**config.mk**
```make
export PLATFORM = sky130hd
export DESIGN_NAME = pc_ctrl
export DESIGN_NICKNAME = d
export VERILOG_FILES = /design/src/rtl/pc_pkg.sv /design/src/rtl/pc_next_mux.sv /design/src/rtl/pc_ctrl.sv
export SDC_FILE = /design/constraint.sdc
export NUM_CORES = 1
export LEC_CHECK = 0
export CAP_MARGIN = 20
export CORE_UTILIZATION = 50
export CTS_BUF_LIST = sky130_fd_sc_hd__clkbuf_4
export DETAILED_ROUTE_END_ITERATION = 10
export GPL_TIMING_DRIVEN = 1
export PLACE_DENSITY_LB_ADDON = 0.05
export SLEW_MARGIN = 10
export SYNTH_ARGS = -nofsm -noshare
export SYNTH_HDL_FRONTEND = slang
export SYNTH_SLANG_ARGS = --single-unit
```
**constraint.sdc**
```tcl
create_clock -name i_clk -period 7.28 [get_ports i_clk]
set_input_delay 1.456 -clock i_clk [delete_from_list [all_inputs] [get_ports i_clk]]
set_output_delay 1.456 -clock i_clk [all_outputs]
set_load 0.05 [all_outputs]
```
**src/rtl/pc_pkg.sv**
```systemverilog
// Shared definitions for the program-counter unit:
// next-PC source encodings, handler FSM states and default addresses.
package pc_pkg;

  typedef enum logic [1:0] {
    SEL_SEQ    = 2'd0,
    SEL_BRANCH = 2'd1,
    SEL_JUMP   = 2'd2,
    SEL_REG    = 2'd3
  } next_sel_e;

  typedef enum logic {
    ST_NORMAL  = 1'b0,
    ST_HANDLER = 1'b1
  } pc_state_e;

  localparam logic [31:0] DEF_RESET_PC   = 32'h0000_3000;
  localparam logic [31:0] DEF_EXC_VECTOR = 32'h0000_4180;

endpackage

```
**src/rtl/pc_next_mux.sv**
```systemverilog
// Combinational next-PC target selection and misalignment detection.
// Ports: i_pc, i_next_sel, i_br_taken, i_imm16, i_jidx, i_reg_target
//        -> o_pc_plus4, o_target, o_misaligned.
module pc_next_mux
  import pc_pkg::*;
#(
  parameter int WIDTH = 32
) (
  input  logic [WIDTH-1:0] i_pc,
  input  logic [1:0]       i_next_sel,
  input  logic             i_br_taken,
  input  logic [15:0]      i_imm16,
  input  logic [25:0]      i_jidx,
  input  logic [WIDTH-1:0] i_reg_target,
  output logic [WIDTH-1:0] o_pc_plus4,
  output logic [WIDTH-1:0] o_target,
  output logic             o_misaligned
);

  logic [WIDTH-1:0] w_br_off;
  next_sel_e        w_sel;

  assign w_sel      = next_sel_e'(i_next_sel);
  assign o_pc_plus4 = i_pc + WIDTH'(4);
  assign w_br_off   = {{(WIDTH-18){i_imm16[15]}}, i_imm16, 2'b00};

  always_comb begin
    o_target     = o_pc_plus4;
    o_misaligned = 1'b0;
    unique case (w_sel)
      SEL_SEQ: o_target = o_pc_plus4;
      SEL_BRANCH: begin
        if (i_br_taken)
          o_target = o_pc_plus4 + w_br_off;
      end
      SEL_JUMP: begin
        // Upper bits above 28 come from pc+4; empty at WIDTH=28.
        o_target[27:0] = {i_jidx, 2'b00};
      end
      SEL_REG: begin
        o_target     = i_reg_target;
        o_misaligned = |i_reg_target[1:0];
      end
      default: o_target = o_pc_plus4;
    endcase
  end

endmodule

```
**src/rtl/pc_ctrl.sv**
```systemverilog
// Program-counter unit: PC/EPC registers, exception entry/return,
// retired-update counter. Ports: i_clk, i_rst, i_pc_we, i_next_sel,
// i_br_taken, i_imm16, i_jidx, i_reg_target, i_exc_req, i_eret ->
// o_pc, o_pc_plus4, o_epc, o_exl, o_align_fault, o_exc_dropped, o_retired.
module pc_ctrl
  import pc_pkg::*;
#(
  parameter int          WIDTH      = 32,
  parameter logic [31:0] RESET_PC   = DEF_RESET_PC,
  parameter logic [31:0] EXC_VECTOR = DEF_EXC_VECTOR,
  parameter int          CNT_W      = 32
) (
  input  logic             i_clk,
  input  logic             i_rst,
  input  logic             i_pc_we,
  input  logic [1:0]       i_next_sel,
  input  logic             i_br_taken,
  input  logic [15:0]      i_imm16,
  input  logic [25:0]      i_jidx,
  input  logic [WIDTH-1:0] i_reg_target,
  input  logic             i_exc_req,
  input  logic             i_eret,
  output logic [WIDTH-1:0] o_pc,
  output logic [WIDTH-1:0] o_pc_plus4,
  output logic [WIDTH-1:0] o_epc,
  output logic             o_exl,
  output logic             o_align_fault,
  output logic             o_exc_dropped,
  output logic [CNT_W-1:0] o_retired
);

  pc_state_e        r_state, w_state_nxt;
  logic [WIDTH-1:0] r_pc, w_pc_nxt;
  logic [WIDTH-1:0] r_epc, w_epc_nxt;
  logic [CNT_W-1:0] r_retired, w_ret_nxt;
  logic             r_af, w_af_nxt;
  logic             r_dr, w_dr_nxt;

  logic [WIDTH-1:0] w_target;
  logic             w_misaligned;
  logic             w_mis_req;
  logic             w_exc;

  pc_next_mux #(.WIDTH(WIDTH)) u_mux (
    .i_pc         (r_pc),
    .i_next_sel   (i_next_sel),
    .i_br_taken   (i_br_taken),
    .i_imm16      (i_imm16),
    .i_jidx       (i_jidx),
    .i_reg_target (i_reg_target),
    .o_pc_plus4   (o_pc_plus4),
    .o_target     (w_target),
    .o_misaligned (w_misaligned)
  );

  // eret suppresses pc_we, so a simultaneous bad target is not a fault.
  assign w_mis_req = i_pc_we & ~i_eret & w_misaligned;
  assign w_exc     = i_exc_req | w_mis_req;

  always_comb begin
    w_state_nxt = r_state;
    w_pc_nxt    = r_pc;
    w_epc_nxt   = r_epc;
    w_ret_nxt   = r_retired;
    w_af_nxt    = 1'b0;
    w_dr_nxt    = 1'b0;
    unique case (r_state)
      ST_NORMAL: begin
        if (w_exc) begin
          w_epc_nxt   = r_pc;
          w_pc_nxt    = EXC_VECTOR[WIDTH-1:0];
          w_state_nxt = ST_HANDLER;
          w_af_nxt    = w_mis_req;
        end else if (i_eret) begin
          w_pc_nxt = r_pc;
        end else if (i_pc_we) begin
          w_pc_nxt  = w_target;
          w_ret_nxt = r_retired + CNT_W'(1);
        end
      end
      ST_HANDLER: begin
        if (w_exc) begin
          w_dr_nxt = 1'b1;
          w_af_nxt = w_mis_req;
        end else if (i_eret) begin
          w_pc_nxt    = r_epc;
          w_state_nxt = ST_NORMAL;
        end else if (i_pc_we) begin
          w_pc_nxt  = w_target;
          w_ret_nxt = r_retired + CNT_W'(1);
        end
      end
      default: w_state_nxt = ST_NORMAL;
    endcase
  end

  always_ff @(posedge i_clk) begin
    if (i_rst) begin
      r_state   <= ST_NORMAL;
      r_pc      <= RESET_PC[WIDTH-1:0];
      r_epc     <= '0;
      r_retired <= '0;
      r_af      <= 1'b0;
      r_dr      <= 1'b0;
    end else begin
      r_state   <= w_state_nxt;
      r_pc      <= w_pc_nxt;
      r_epc     <= w_epc_nxt;
      r_retired <= w_ret_nxt;
      r_af      <= w_af_nxt;
      r_dr      <= w_dr_nxt;
    end
  end

  assign o_pc          = r_pc;
  assign o_epc         = r_epc;
  assign o_exl         = (r_state == ST_HANDLER);
  assign o_align_fault = r_af;
  assign o_exc_dropped = r_dr;
  assign o_retired     = r_retired;

endmodule

```
==> impl_metrics.csv <==
group,metric,value,unit
min_path,holdPathStages,2,
clock_tree,clk_path_buf_depth,2,
worst_setup_path,crit_arrival,3.64,ns
clock_tree,post_cts_resize_count,0,
min_path,holdCritPathClass,"reg -> reg",
worst_setup_path,worstReg2RegEnd,"o_pc[31]",
drt,detail_route.wl_per_cell,19.3,um
worst_setup_path,worstSetupEndpointType,"primary output",
timing,fin_crit_sh,0.700,
yosys,synth_area_per_inst,7.32,um^2
worst_setup_path,reg2reg_setup_slack,2.89,ns
clock_tree,clock_tree.htree_level_count,3,
yosys,async_reset_ff_frac,0,
worst_setup_path,critPathMaxFanout,9,
global_routing,antenna_found_initial,2,
yosys,synth_enable_flop_cells,0,
timing,max_slew_headroom,0.379,
min_path,min_from,"o_epc[0]",
yosys,synth-warning-count,0,
die,start_util,0.513,
yosys,synth_nets,1138,
die,core_box_area,14500,um^2
clock_tree,tritoncts_clock_tree,"built",
clock_tree,tritoncts.num_buffers,9,
clock_tree,postCtsSetupRepairBufs,0,
timing,timing.final.crit_period,5.10,ns
worst_setup_path,worstSetupStartpointType,"flip-flop",
power,vdd_ir_drop_max,0.0000979,V
layout,syn_to_final_growth,30.7,%
flow_run,drv_cap,0,
clock_tree,cts_num_sinks,99,
yosys,synth-main-ff-cell,"sky130_fd_sc_hd__dfxtp_1",
run_status,status,"completed",
drt,drt-pass1-iter-count,6,
drt,remaining_routing_drc_violations,0,
drt,drt_iter0_markers,770,
die,number_of_rows_created_at_floorplan,44,
timing,max_clock_freq,196,MHz
clock_tree,insertion_delay,0.49,ns
drt,dr_total_vias,8420,
worst_setup_path,timing.rr.start,"o_pc[5]",
layout,final_nets,1307,
min_path,worstHoldEndpoint,"o_epc[0]",
drt,drt-total-wl,26700,um
clock_tree,hold_buffers,0,
yosys,syn-cell-area,7460,um^2
timing,rsz0062_at_grt,"false",
place,gp_congestion,0.964,
drt,final_antenna_net_count,0,
timing,fin_setup_tns,0,ns
yosys,ys_ff_latch,99,
layout,final_layout_size_suffix_gt1_frac,0.0411,
yosys,post_synth_cell_types,74,
worst_setup_path,setup.worst_path.class,"reg -> out",
global_routing,first_global_vias,7490,
clock_tree,root_buffer,"sky130_fd_sc_hd__clkbuf_4",
clock_tree,clk_pin_slew,0.18,ns
layout,finish.utilization,0.671,
timing,finalSetupViolCount,0,
global_routing,globalRouteOverflowTotal,0,
global_routing,grt_max_degree,71,
timing,timing.clock.skew,0.0253,ns
place,port_buffers,212,
yosys,synthesized_instance_count,1019,
global_routing,grt_util_all_layers,0.341,
worst_setup_path,timing.critical_path.required,5.82,ns
place,dp.final_hpwl,20200,um
die,die_h,124,um
yosys,post_synthesis_sequential_area_ratio,0.266,
power,cellPowerDensity,141,nW/um^2
drt,routed_via_count_divided_by_cell_count,6.11,
power,p_leak,0.00364,uW
die,die_area,15400,um^2
timing,hold_viol,0,
worst_setup_path,worstRegToRegCells,15,
die,top_level_ports,213,
die,chipWidth,124,um
timing,tightest_slew,0.929,ns
timing,maxSlewViolCount,0,
global_routing,first_pass_grt_wire_length,40200,um
flip-flops by register name, summed over array words and instances (netlist names):
name / flops
o_epc: 32
o_pc: 32
o_retired: 32
o_align_fault: 1
o_exl: 1
o_exc_dropped: 1
cell usage in the layout (no fill, tap or decap), types with 9 or more instances in the layout:
| cell | netlist | final |
|---|---|---|
| sky130_fd_sc_hd__o211ai_1 | 11 | 11 |
| sky130_fd_sc_hd__ha_1 | 36 | 36 |
| sky130_fd_sc_hd__nor2_1 | 99 | 98 |
| sky130_fd_sc_hd__and3_1 | 11 | 11 |
| sky130_fd_sc_hd__nand3_1 | 33 | 33 |
| sky130_fd_sc_hd__clkdlybuf4s50_1 | 0 | 209 |
| sky130_fd_sc_hd__mux2i_1 | 20 | 20 |
| sky130_fd_sc_hd__nor3_1 | 17 | 17 |
| sky130_fd_sc_hd__xor2_1 | 38 | 38 |
| sky130_fd_sc_hd__dfxtp_1 | 99 | 99 |
| sky130_fd_sc_hd__clkbuf_4 | 0 | 9 |
| sky130_fd_sc_hd__xnor2_1 | 34 | 34 |
| sky130_fd_sc_hd__a31oi_1 | 10 | 10 |
| sky130_fd_sc_hd__nand4_1 | 19 | 19 |
| sky130_fd_sc_hd__inv_1 | 25 | 25 |
| sky130_fd_sc_hd__nand2_1 | 154 | 154 |
| sky130_fd_sc_hd__or3_1 | 12 | 12 |
| sky130_fd_sc_hd__a21o_1 | 15 | 15 |
| sky130_fd_sc_hd__a22oi_1 | 10 | 10 |
| sky130_fd_sc_hd__a211oi_1 | 10 | 10 |
| sky130_fd_sc_hd__a21oi_1 | 121 | 121 |
| sky130_fd_sc_hd__o21ai_0 | 50 | 50 |
kinds of logic after synthesis:
kind of cell / after synthesis / share of synthesized area
and+or+nand+nor: 395 / 0.245
muxes: 28 / 0.0389
adders and majority gates: 37 / 0.0631
AOI/OAI and AO/OA: 301 / 0.256
DFF: 99 / 0.266
buffers and inverters: 87 / 0.0468
xor gates and xnor gates: 72 / 0.0846
through the flow:
stage	hold slack [ns]	total power (uW)	instances	cell area [um^2]	worst slack [ns]
after floorplan	0.682	897	1019	7460	2.63
after global placement	0.461	1070	1361	9600	2.54
after detailed placement	0.466	1070	1361	9600	2.54
after CTS	0.487	1370	1377	9740	2.21
after global routing	0.517	1430	1379	9750	2.04
final	0.486	1370	1379	9750	2.18
cell type report:
cell class,instances,area [um^2]
tap,184,230
clock buffer,9,67.6
timing repair buffer,220,2170
antenna,2,5.00
inverter,25,93.8
fill,1341,4780
sequential,99,1980
clock inverter,7,75.1
multi-input combinational,833,5130
metal layers:
layer	global-route usage	share of wire
met5	0	0
met4	0.105	0.025
met3	0.0733	0.098
met2	0.559	0.46
met1	0.445	0.41
cell usage after synthesis (4+ instances only):
| library cell | number | area [um^2] |
|---|---|---|
| sky130_fd_sc_hd__nand2_1 | 154 | 578 |
| sky130_fd_sc_hd__a21oi_1 | 121 | 606 |
| sky130_fd_sc_hd__dfxtp_1 | 99 | 1980 |
| sky130_fd_sc_hd__nor2_1 | 99 | 372 |
| sky130_fd_sc_hd__o21ai_0 | 50 | 250 |
| sky130_fd_sc_hd__clkbuf_1 | 45 | 169 |
| sky130_fd_sc_hd__xor2_1 | 38 | 333 |
| sky130_fd_sc_hd__ha_1 | 36 | 450 |
| sky130_fd_sc_hd__xnor2_1 | 34 | 298 |
| sky130_fd_sc_hd__nand3_1 | 33 | 165 |
| sky130_fd_sc_hd__inv_1 | 25 | 93.8 |
| sky130_fd_sc_hd__mux2i_1 | 20 | 200 |
| sky130_fd_sc_hd__nand4_1 | 19 | 119 |
| sky130_fd_sc_hd__nor3_1 | 17 | 85.1 |
| sky130_fd_sc_hd__a21o_1 | 15 | 113 |
| sky130_fd_sc_hd__or3_1 | 12 | 75.1 |
| sky130_fd_sc_hd__and3_1 | 11 | 68.8 |
| sky130_fd_sc_hd__o211ai_1 | 11 | 82.6 |
| sky130_fd_sc_hd__a211oi_1 | 10 | 75.1 |
| sky130_fd_sc_hd__a22oi_1 | 10 | 75.1 |
| sky130_fd_sc_hd__a31oi_1 | 10 | 62.6 |
| sky130_fd_sc_hd__buf_2 | 9 | 45.0 |
| sky130_fd_sc_hd__a221oi_1 | 8 | 70.1 |
| sky130_fd_sc_hd__nand2b_1 | 8 | 50.1 |
| sky130_fd_sc_hd__o22ai_1 | 8 | 50.1 |
| sky130_fd_sc_hd__and2_1 | 7 | 43.8 |
| sky130_fd_sc_hd__mux2_2 | 7 | 78.8 |
| sky130_fd_sc_hd__o21bai_1 | 7 | 52.6 |
| sky130_fd_sc_hd__nor2b_1 | 6 | 37.5 |
| sky130_fd_sc_hd__and4_1 | 5 | 43.8 |
| sky130_fd_sc_hd__buf_1 | 5 | 18.8 |
| sky130_fd_sc_hd__o221ai_1 | 5 | 43.8 |
| sky130_fd_sc_hd__a221o_1 | 4 | 40.0 |
| sky130_fd_sc_hd__nor4_1 | 4 | 25.0 |
| sky130_fd_sc_hd__or2_2 | 4 | 25.0 |
where the power goes:
group          switching, uW  internal [uW]
clock network            220           80.3
logic                    305            180
registers               27.2            557
total                    552            818
worst max-delay path by stage:
stage                      startpoint             end  slack [ns]  cells after the start
after floorplan              o_pc[10]        o_pc[30]        2.63                     15
after global placement    i_imm16[15]        o_pc[31]        2.54                     10
after detailed placement  i_imm16[15]        o_pc[31]        2.54                     10
after CTS                    o_pc[11]  o_pc_plus4[27]        2.21                      6
after global routing         o_pc[10]  o_pc_plus4[27]        2.04                      6
final                         o_pc[5]  o_pc_plus4[20]        2.18                      6
worst max-delay path, stage by stage (launching register included):
cell                              delay [ns]
sky130_fd_sc_hd__dfxtp_1                0.56
sky130_fd_sc_hd__and4_1                 0.29
sky130_fd_sc_hd__nand4_1                0.43
sky130_fd_sc_hd__nor2_1                 0.41
sky130_fd_sc_hd__nand3_1                0.14
sky130_fd_sc_hd__xnor2_1                0.42
sky130_fd_sc_hd__clkdlybuf4s50_1        0.90
(Power assumes the default switching activity.)
